<file path="src/rtl/ir_err_compute.sv">
// rtl/ir_err_compute.sv - sequences 8 line-sensor conversions into a saturated signed error
module ir_err_compute #(
  parameter int SHFT    = 3,
  parameter int TIMEOUT = 1023
) (
  input  logic        clk,
  input  logic        rst,
  input  logic        go,
  output logic        strt_cnv,
  output logic [2:0]  chnnl,
  input  logic        cnv_cmplt,
  input  logic [11:0] res,
  output logic [9:0]  err_sat,
  output logic        err_vld,
  output logic        err_fault,
  output logic        busy
);

  localparam int CW = $clog2(TIMEOUT + 1);

  typedef enum logic [1:0] {IDLE, CNV, WAIT, DONE} state_t;

  state_t               state_q, state_d;
  logic [2:0]           chnnl_q, chnnl_d;
  logic signed [16:0]   acc_q, acc_d;
  logic [CW-1:0]        cnt_q, cnt_d;
  logic                 strt_cnv_q, strt_cnv_d;
  logic [9:0]           err_sat_q, err_sat_d;
  logic                 err_vld_q, err_vld_d;
  logic                 err_fault_q, err_fault_d;
  logic                 busy_q, busy_d;

  logic [16:0]          mag;
  logic signed [16:0]   term;
  logic signed [16:0]   scaled;

  // Even channels sit on the left and add, odd channels on the right and subtract.
  always_comb begin
    mag    = {5'd0, res} << chnnl_q[2:1];
    term   = chnnl_q[0] ? -$signed(mag) : $signed(mag);
    scaled = acc_q >>> SHFT;
  end

  always_comb begin
    state_d     = state_q;
    chnnl_d     = chnnl_q;
    acc_d       = acc_q;
    cnt_d       = cnt_q;
    strt_cnv_d  = 1'b0;
    err_sat_d   = err_sat_q;
    err_vld_d   = 1'b0;
    err_fault_d = 1'b0;
    case (state_q)
      IDLE: begin
        if (go) begin
          acc_d      = '0;
          chnnl_d    = 3'd0;
          strt_cnv_d = 1'b1;
          state_d    = CNV;
        end
      end
      CNV: begin
        cnt_d   = '0;
        state_d = WAIT;
      end
      WAIT: begin
        // A completion arriving on the timeout cycle still counts.
        if (cnv_cmplt) begin
          acc_d = acc_q + term;
          if (chnnl_q == 3'd7) begin
            state_d = DONE;
          end else begin
            chnnl_d    = chnnl_q + 3'd1;
            strt_cnv_d = 1'b1;
            state_d    = CNV;
          end
        end else if (cnt_q == CW'(TIMEOUT)) begin
          acc_d       = '0;
          err_fault_d = 1'b1;
          state_d     = IDLE;
        end else begin
          cnt_d = cnt_q + CW'(1);
        end
      end
      DONE: begin
        if (scaled > 17'sd511)       err_sat_d = 10'h1FF;
        else if (scaled < -17'sd512) err_sat_d = 10'h200;
        else                         err_sat_d = scaled[9:0];
        err_vld_d = 1'b1;
        state_d   = IDLE;
      end
      default: state_d = IDLE;
    endcase
    busy_d = (state_d != IDLE);
  end

  always_ff @(posedge clk or posedge rst) begin
    if (rst) begin
      state_q     <= IDLE;
      chnnl_q     <= 3'd0;
      acc_q       <= '0;
      cnt_q       <= '0;
      strt_cnv_q  <= 1'b0;
      err_sat_q   <= 10'd0;
      err_vld_q   <= 1'b0;
      err_fault_q <= 1'b0;
      busy_q      <= 1'b0;
    end else begin
      state_q     <= state_d;
      chnnl_q     <= chnnl_d;
      acc_q       <= acc_d;
      cnt_q       <= cnt_d;
      strt_cnv_q  <= strt_cnv_d;
      err_sat_q   <= err_sat_d;
      err_vld_q   <= err_vld_d;
      err_fault_q <= err_fault_d;
      busy_q      <= busy_d;
    end
  end

  assign strt_cnv  = strt_cnv_q;
  assign chnnl     = chnnl_q;
  assign err_sat   = err_sat_q;
  assign err_vld   = err_vld_q;
  assign err_fault = err_fault_q;
  assign busy      = busy_q;

endmodule
</file>
<file path="config.mk">
export PLATFORM = sky130hd
export DESIGN_NAME = ir_err_compute
export DESIGN_NICKNAME = d
export VERILOG_FILES = /design/src/rtl/ir_err_compute.sv
export SDC_FILE = /design/constraint.sdc
export NUM_CORES = 1
export LEC_CHECK = 0
export CAP_MARGIN = 10
export CORE_MARGIN = 4
export CORE_UTILIZATION = 35
export CTS_BUF_LIST = sky130_fd_sc_hd__clkbuf_8
export CTS_CLUSTER_SIZE = 12
export DETAILED_ROUTE_END_ITERATION = 12
export GPL_ROUTABILITY_DRIVEN = 0
export PLACE_DENSITY_LB_ADDON = 0.2
export SYNTH_ARGS = -nofsm -noshare
export SYNTH_HDL_FRONTEND = slang
export SYNTH_SLANG_ARGS = --single-unit
</file>
<file path="constraint.sdc">
create_clock -name clk -period 5.3 [get_ports clk]
set_input_delay 1.06 -clock clk [delete_from_list [all_inputs] [get_ports clk]]
set_output_delay 1.06 -clock clk [all_outputs]
set_load 0.05 [all_outputs]
</file>
# --- After elaboration in Yosys (flattened, before gate mapping) ---
# Cells that the tools add are included.
totals:
  in_bits: 16
  register_bits: 46
  wordCells: 61
op_classes:
  eq_ne: 11
  reduce_logical: 7
  order_cmp: 2
  muxes: 27
  add_sub_neg: 4
  shift: 1
ops:
  columns: ["cell", "count"]
  rows:
  - ["17-bit two-way mux", 4]
  - ["10-bit two-way mux", 4]
  - ["17-bit one-hot mux with 2 select lines", 1]
  - ["10-bit one-hot mux with 2 select lines", 1]
  - ["17-bit adder", 1]
  - ["17-bit negation", 1]
  - ["12-bit by 2-bit << shifter with 17-bit output", 1]
  - ["14-bit by 10-bit greater-than comparator with 1-bit output (second input constant)", 1]
  - ["14-bit by 10-bit < comparator with 1-bit output (second input constant)", 1]
  - ["10-bit by 1-bit adder with 10-bit output (second input constant)", 1]
  - ["10-bit equality test (second input constant)", 1]
  - ["2-bit inequality test (second input constant)", 5]
  - ["3-bit two-way mux", 3]
  - ["2-bit two-way mux", 4]
  - ["2-bit one-hot mux with 4 select lines", 1]
  - ["1-bit two-way mux", 7]
  - ["3-bit one-hot mux with 2 select lines", 1]
  - ["3-bit AND reduction", 2]
  - ["2-bit nonzero test", 3]
  - ["2-bit equality test (second input constant)", 2]
  - ["4-bit AND reduction", 1]
  - ["3-bit by 1-bit adder with 3-bit output (second input constant)", 1]
  - ["3-bit equality test (second input constant)", 1]
  - ["3-bit inequality test (second input constant)", 1]
  - ["other kinds (3)", 3]

# --- Logic depth before layout (Yosys ltp) ---
depth:
  ltp_word: 6
  ltp_mapped: 18
  depth_no_buf: 15

# --- Worst setup path after synthesis ---
# No wires, ideal clock.
synth_timing:
  path_kind: "in2reg"
  startpoint: "in res[6]"
  endpoint: "reg acc_q[15]"
  path_buffers: 1
  t_arrival_ps: 4155
  path_slack_ps: 1012
  cell_stages: 14
  setup_ps: 133
  path_cell_list: "mux4_1 or2_1 or3_4 o41a_1 xor2_1 ha_1 clkbuf_1 a21o_1 a21oi_1 nand3_1 a21o_1 a41oi_1 xor2_1 o21ai_0"
synth_between:
  elab_chain_len: 6
synth_lines:
  columns: ["item", "line_no", "text"]
  rows:
  - ["start, declared", "12", "input logic [11:0] res,"]
  - ["12-bit by 2-bit << shifter with 17-bit output *", "39", "mag = {5'd0, res} << chnnl_q[2:1];"]
  - ["17-bit negation", "40", "term = chnnl_q[0] ? -$signed(mag) : $signed(mag);"]
  - ["17-bit two-way mux *", "40", null]
  - ["17-bit adder *", "69", "acc_d = acc_q + term;"]
  - ["17-bit two-way mux *", "68", "if (cnv_cmplt) begin"]
  - ["17-bit one-hot mux with 2 select lines *", "53", "case (state_q)"]
  - ["end signal, assigned", "101", "acc_q <= '0;"]
  - ["end signal, assigned", "111", "acc_q <= acc_d;"]
  - ["end, declared", "25", "logic signed [16:0] acc_q, acc_d;"]
# Mark *: on every way between the ends. The rest lies on a longest branch, timed or not.
# A chain may end at the register's enable or synchronous reset.

# --- Final worst setup path ---
layout_timing:
  startpoint: "in res[4]"
  endpoint: "reg acc_q[15]"
# Same word-level chain as after synthesis.

==> results.cfg <==
[cells_and_area]
area_growth_syn_to_layout_pct = 15.33
final_common_cell = nand2_1
num-fill-cells = 979
antenna_cells = 0
design_area_um2 = 3908
drive_gt1_share_pct = 5.728
multi_input_area_um2 = 2102
regArea_um2 = 1151
layout_common_cells = 65 x nand2_1, 49 x o21ai_0, 46 x dfrtp_1
final_nets = 455

[placement]
pre_cts_ws_ns = 0.3262
dpl_cell_area_um2 = 3817
io_buffers = 32
place_hpwl_mm = 5.618

[clocking]
cts_resized = 0
clk_pin_slew_ns = 0.09
clkLatencyLatePin_ns = 0.30
cts_setup_buffers = 0
cts.sinks = 46
cts_root_buf = clkbuf_8
cts_buffer_depth = 2
ctsHoldBuffers = 0
cts_tree = built
cts_buffers = 5
ctsHtreeMaxLevel = 2

[floorplanning]
core_area_um2 = 9328
die_w_um = 106.4
die_h_um = 106.4
dieArea_um2 = 11320
initial_core_util_pct = 36.32
row_count = 35
ioPinCount = 33

[synthesis]
synth-warning-count = 0
synth_area_um2 = 3388
avgSynthCellArea_um2 = 8.643
yosysSeqAreaShare_pct = 33.97
synth_seq_cells = 46
async_flop_share_pct = 100.0
ys.flop_type = dfrtp_1
syn-num-nets = 429
yosys.cell_types.count = 58
syn_inst = 392
synth_edf_count = 0

[setup_path]
critPathArrivalTime_ns = 4.85
cp-start-kind = input port
r2r_slack_ns = 0.86
path_cells = clkdlybuf4s50_1, mux4_1, or2_1, or3_4, o41a_1, xor2_1, ha_1, a21o_1, a21oi_1, nand3_1, a21o_1, a41oi_1, xor2_1, o21ai_0
worstSetupPathType = in -> reg
cp_slowest_cell = mux4_1
required_ns = 5.46
critPathCaptureType = register
crit_path_max_fanout = 8
max_stage_delay_ns = 0.57

[routing]
wl_per_cell_um = 12.88
avgViaCountPerCell = 5.099
first_iter_violations = 147
dr.pass1.iters = 4
wl_mm = 7.057
vias = 2794
postRouteAntennaNets = 0
drc = 0

[grt]
grt_most_used_layer = met2
use_met1_pct = 18.78
use_met2_pct = 21.31
grt_pass1_vias = 2694
antenna_found_initial = 0
grt_usage_pct = 13.41
grt_pass1_wl_mm = 12.75
grt-ovfl-total = 0
grt_start_max_net_pins = 47
grt_use_met3_pct = 2.368

[sta]
hold_violations = 0
setup-tns-final_ns = 0
finClkSkew_ns = 0.01074
relSlewSlack_pct = 36.89
slew_violations = 0
finalCritPeriodShare_pct = 88.46
period_minus_slack_ns = 4.689
fmax_mhz = 213.3
holdWs_ns = 0.4709
postLayoutSetupSlackWorst_ns = 0.6115
worst_pin_slew_ns = 0.9453
rsz0062_at_grt = false
finalSetupViolCount = 0

[status]
status = finished, final reports clean

[min_path]
min_path_type = reg -> reg

[power]
ir_drop_mv = 0.1963
p_leak_nw = 1.690
p_per_area_nw_per_um2 = 595.5

[job]
drv_cap = 0
==> Yosys cell counts (all sizes together) (2+ instances only) <==
library cell / count / area, um2
o2111ai: 3 / 26.28
nor2b: 4 / 25.02
clkbuf: 10 / 37.54
or2: 3 / 18.77
o211ai: 5 / 37.54
a21oi: 23 / 115.1
a21boi: 2 / 15.01
mux2: 2 / 22.52
mux2i: 5 / 50.05
nand3: 12 / 65.06
o21ai: 50 / 250.2
nand2b: 8 / 50.05
a22oi: 2 / 15.01
or3: 3 / 23.77
inv: 18 / 67.56
buf: 5 / 30.02
a211oi: 4 / 30.03
nor2: 19 / 71.32
o21a: 3 / 22.52
nand4: 4 / 25.02
ha: 20 / 250.2
a22o: 2 / 17.52
dfrtp: 46 / 1151
xor2: 16 / 140.1
mux4: 5 / 123.9
xnor2: 16 / 140.1
nor4: 2 / 12.51
a21o: 8 / 60.06
nor3: 4 / 36.29
and2: 2 / 12.51
o31ai: 5 / 42.54
nand2: 65 / 244.0
==> worst paths after layout <==
path / start / endpoint / cells past startpoint
max: res[4] / acc_q[15]$_DFFE_PP0P_ / 14
min: err_sat[1]$_DFFE_PP0P_ / err_sat[1]$_DFFE_PP0P_ / 2
max reg2reg: chnnl[1]$_DFFE_PP0P_ / acc_q[15]$_DFFE_PP0P_ / 13
min reg2reg: err_sat[1]$_DFFE_PP0P_ / err_sat[1]$_DFFE_PP0P_ / 2
max in group asynchronous: rst / acc_q[15]$_DFFE_PP0P_ / 2
min in group asynchronous: rst / err_sat[9]$_DFFE_PP0P_ / 2
==> metrics by stage <==
step / utilization, % / std cells / total power, W
detailed placement: 40.93 / 540 / 0.002131
floorplan: - / 392 / 0.001774
CTS: 41.89 / 548 / 0.002350
finish: 41.89 / 548 / 0.002327
global route: 41.89 / 548 / 0.002569
global placement: 40.93 / 540 / 0.002106
==> cells by family (layout without fill, tap and decap cells) <==
group | count (synthesis) | in the layout | synth area share (%)
simple gates | 128 | 128 | 17.73
compound gates | 120 | 120 | 22.27
flops | 46 | 46 | 33.97
buf+inv | 33 | 60 | 3.988
xor+xnor | 32 | 32 | 8.272
fa+ha+maj | 21 | 21 | 7.976
mux | 12 | 12 | 5.798
==> layer usage <==
layer / part of all wire, % / vias up / wire, um
met5: 0 / - / 0
met4: 1.3 / 0 / 93
met3: 5.0 / 11 / 352
met2: 44 / 62 / 3129
met1: 49 / 1265 / 3482
li1: - / 1456 / -
==> state kept, by name, indices dropped and copies added (netlist names) <==
name and count:
err_vld 1, state_q 2, cnt_q 10, err_fault 1
strt_cnv 1, err_sat 10, acc_q 17, chnnl 3
busy 1
==> area by class of cell <==
class,instances,share of cell area (%)
multi-input combinational,313,53.79
sequential,46,29.46
timing repair buffer,34,8.581
tap,129,4.131
clock buffer,5,1.761
inverter,18,1.729
clock inverter,3,0.5443
==> power by group <==
part	switching, W	internal, W	leakage (nW)	total [W]
registers	0.000136	0.000466	0.613	0.000602
clock network	0.000121	0.0000928	0.0441	0.000214
logic	0.000898	0.000613	1.03	0.00151
total	0.00115	0.00117	1.69	0.00233
==> worst max-delay path: cells and delay by family <==
family	cells	cell delay [ns]
compound gates	6	1.24
xor+xnor	2	0.31
fa+ha+maj	1	0.39
mux	1	0.57
simple gates	3	0.79
buf+inv	1	0.49
(Power assumes the default switching activity.)
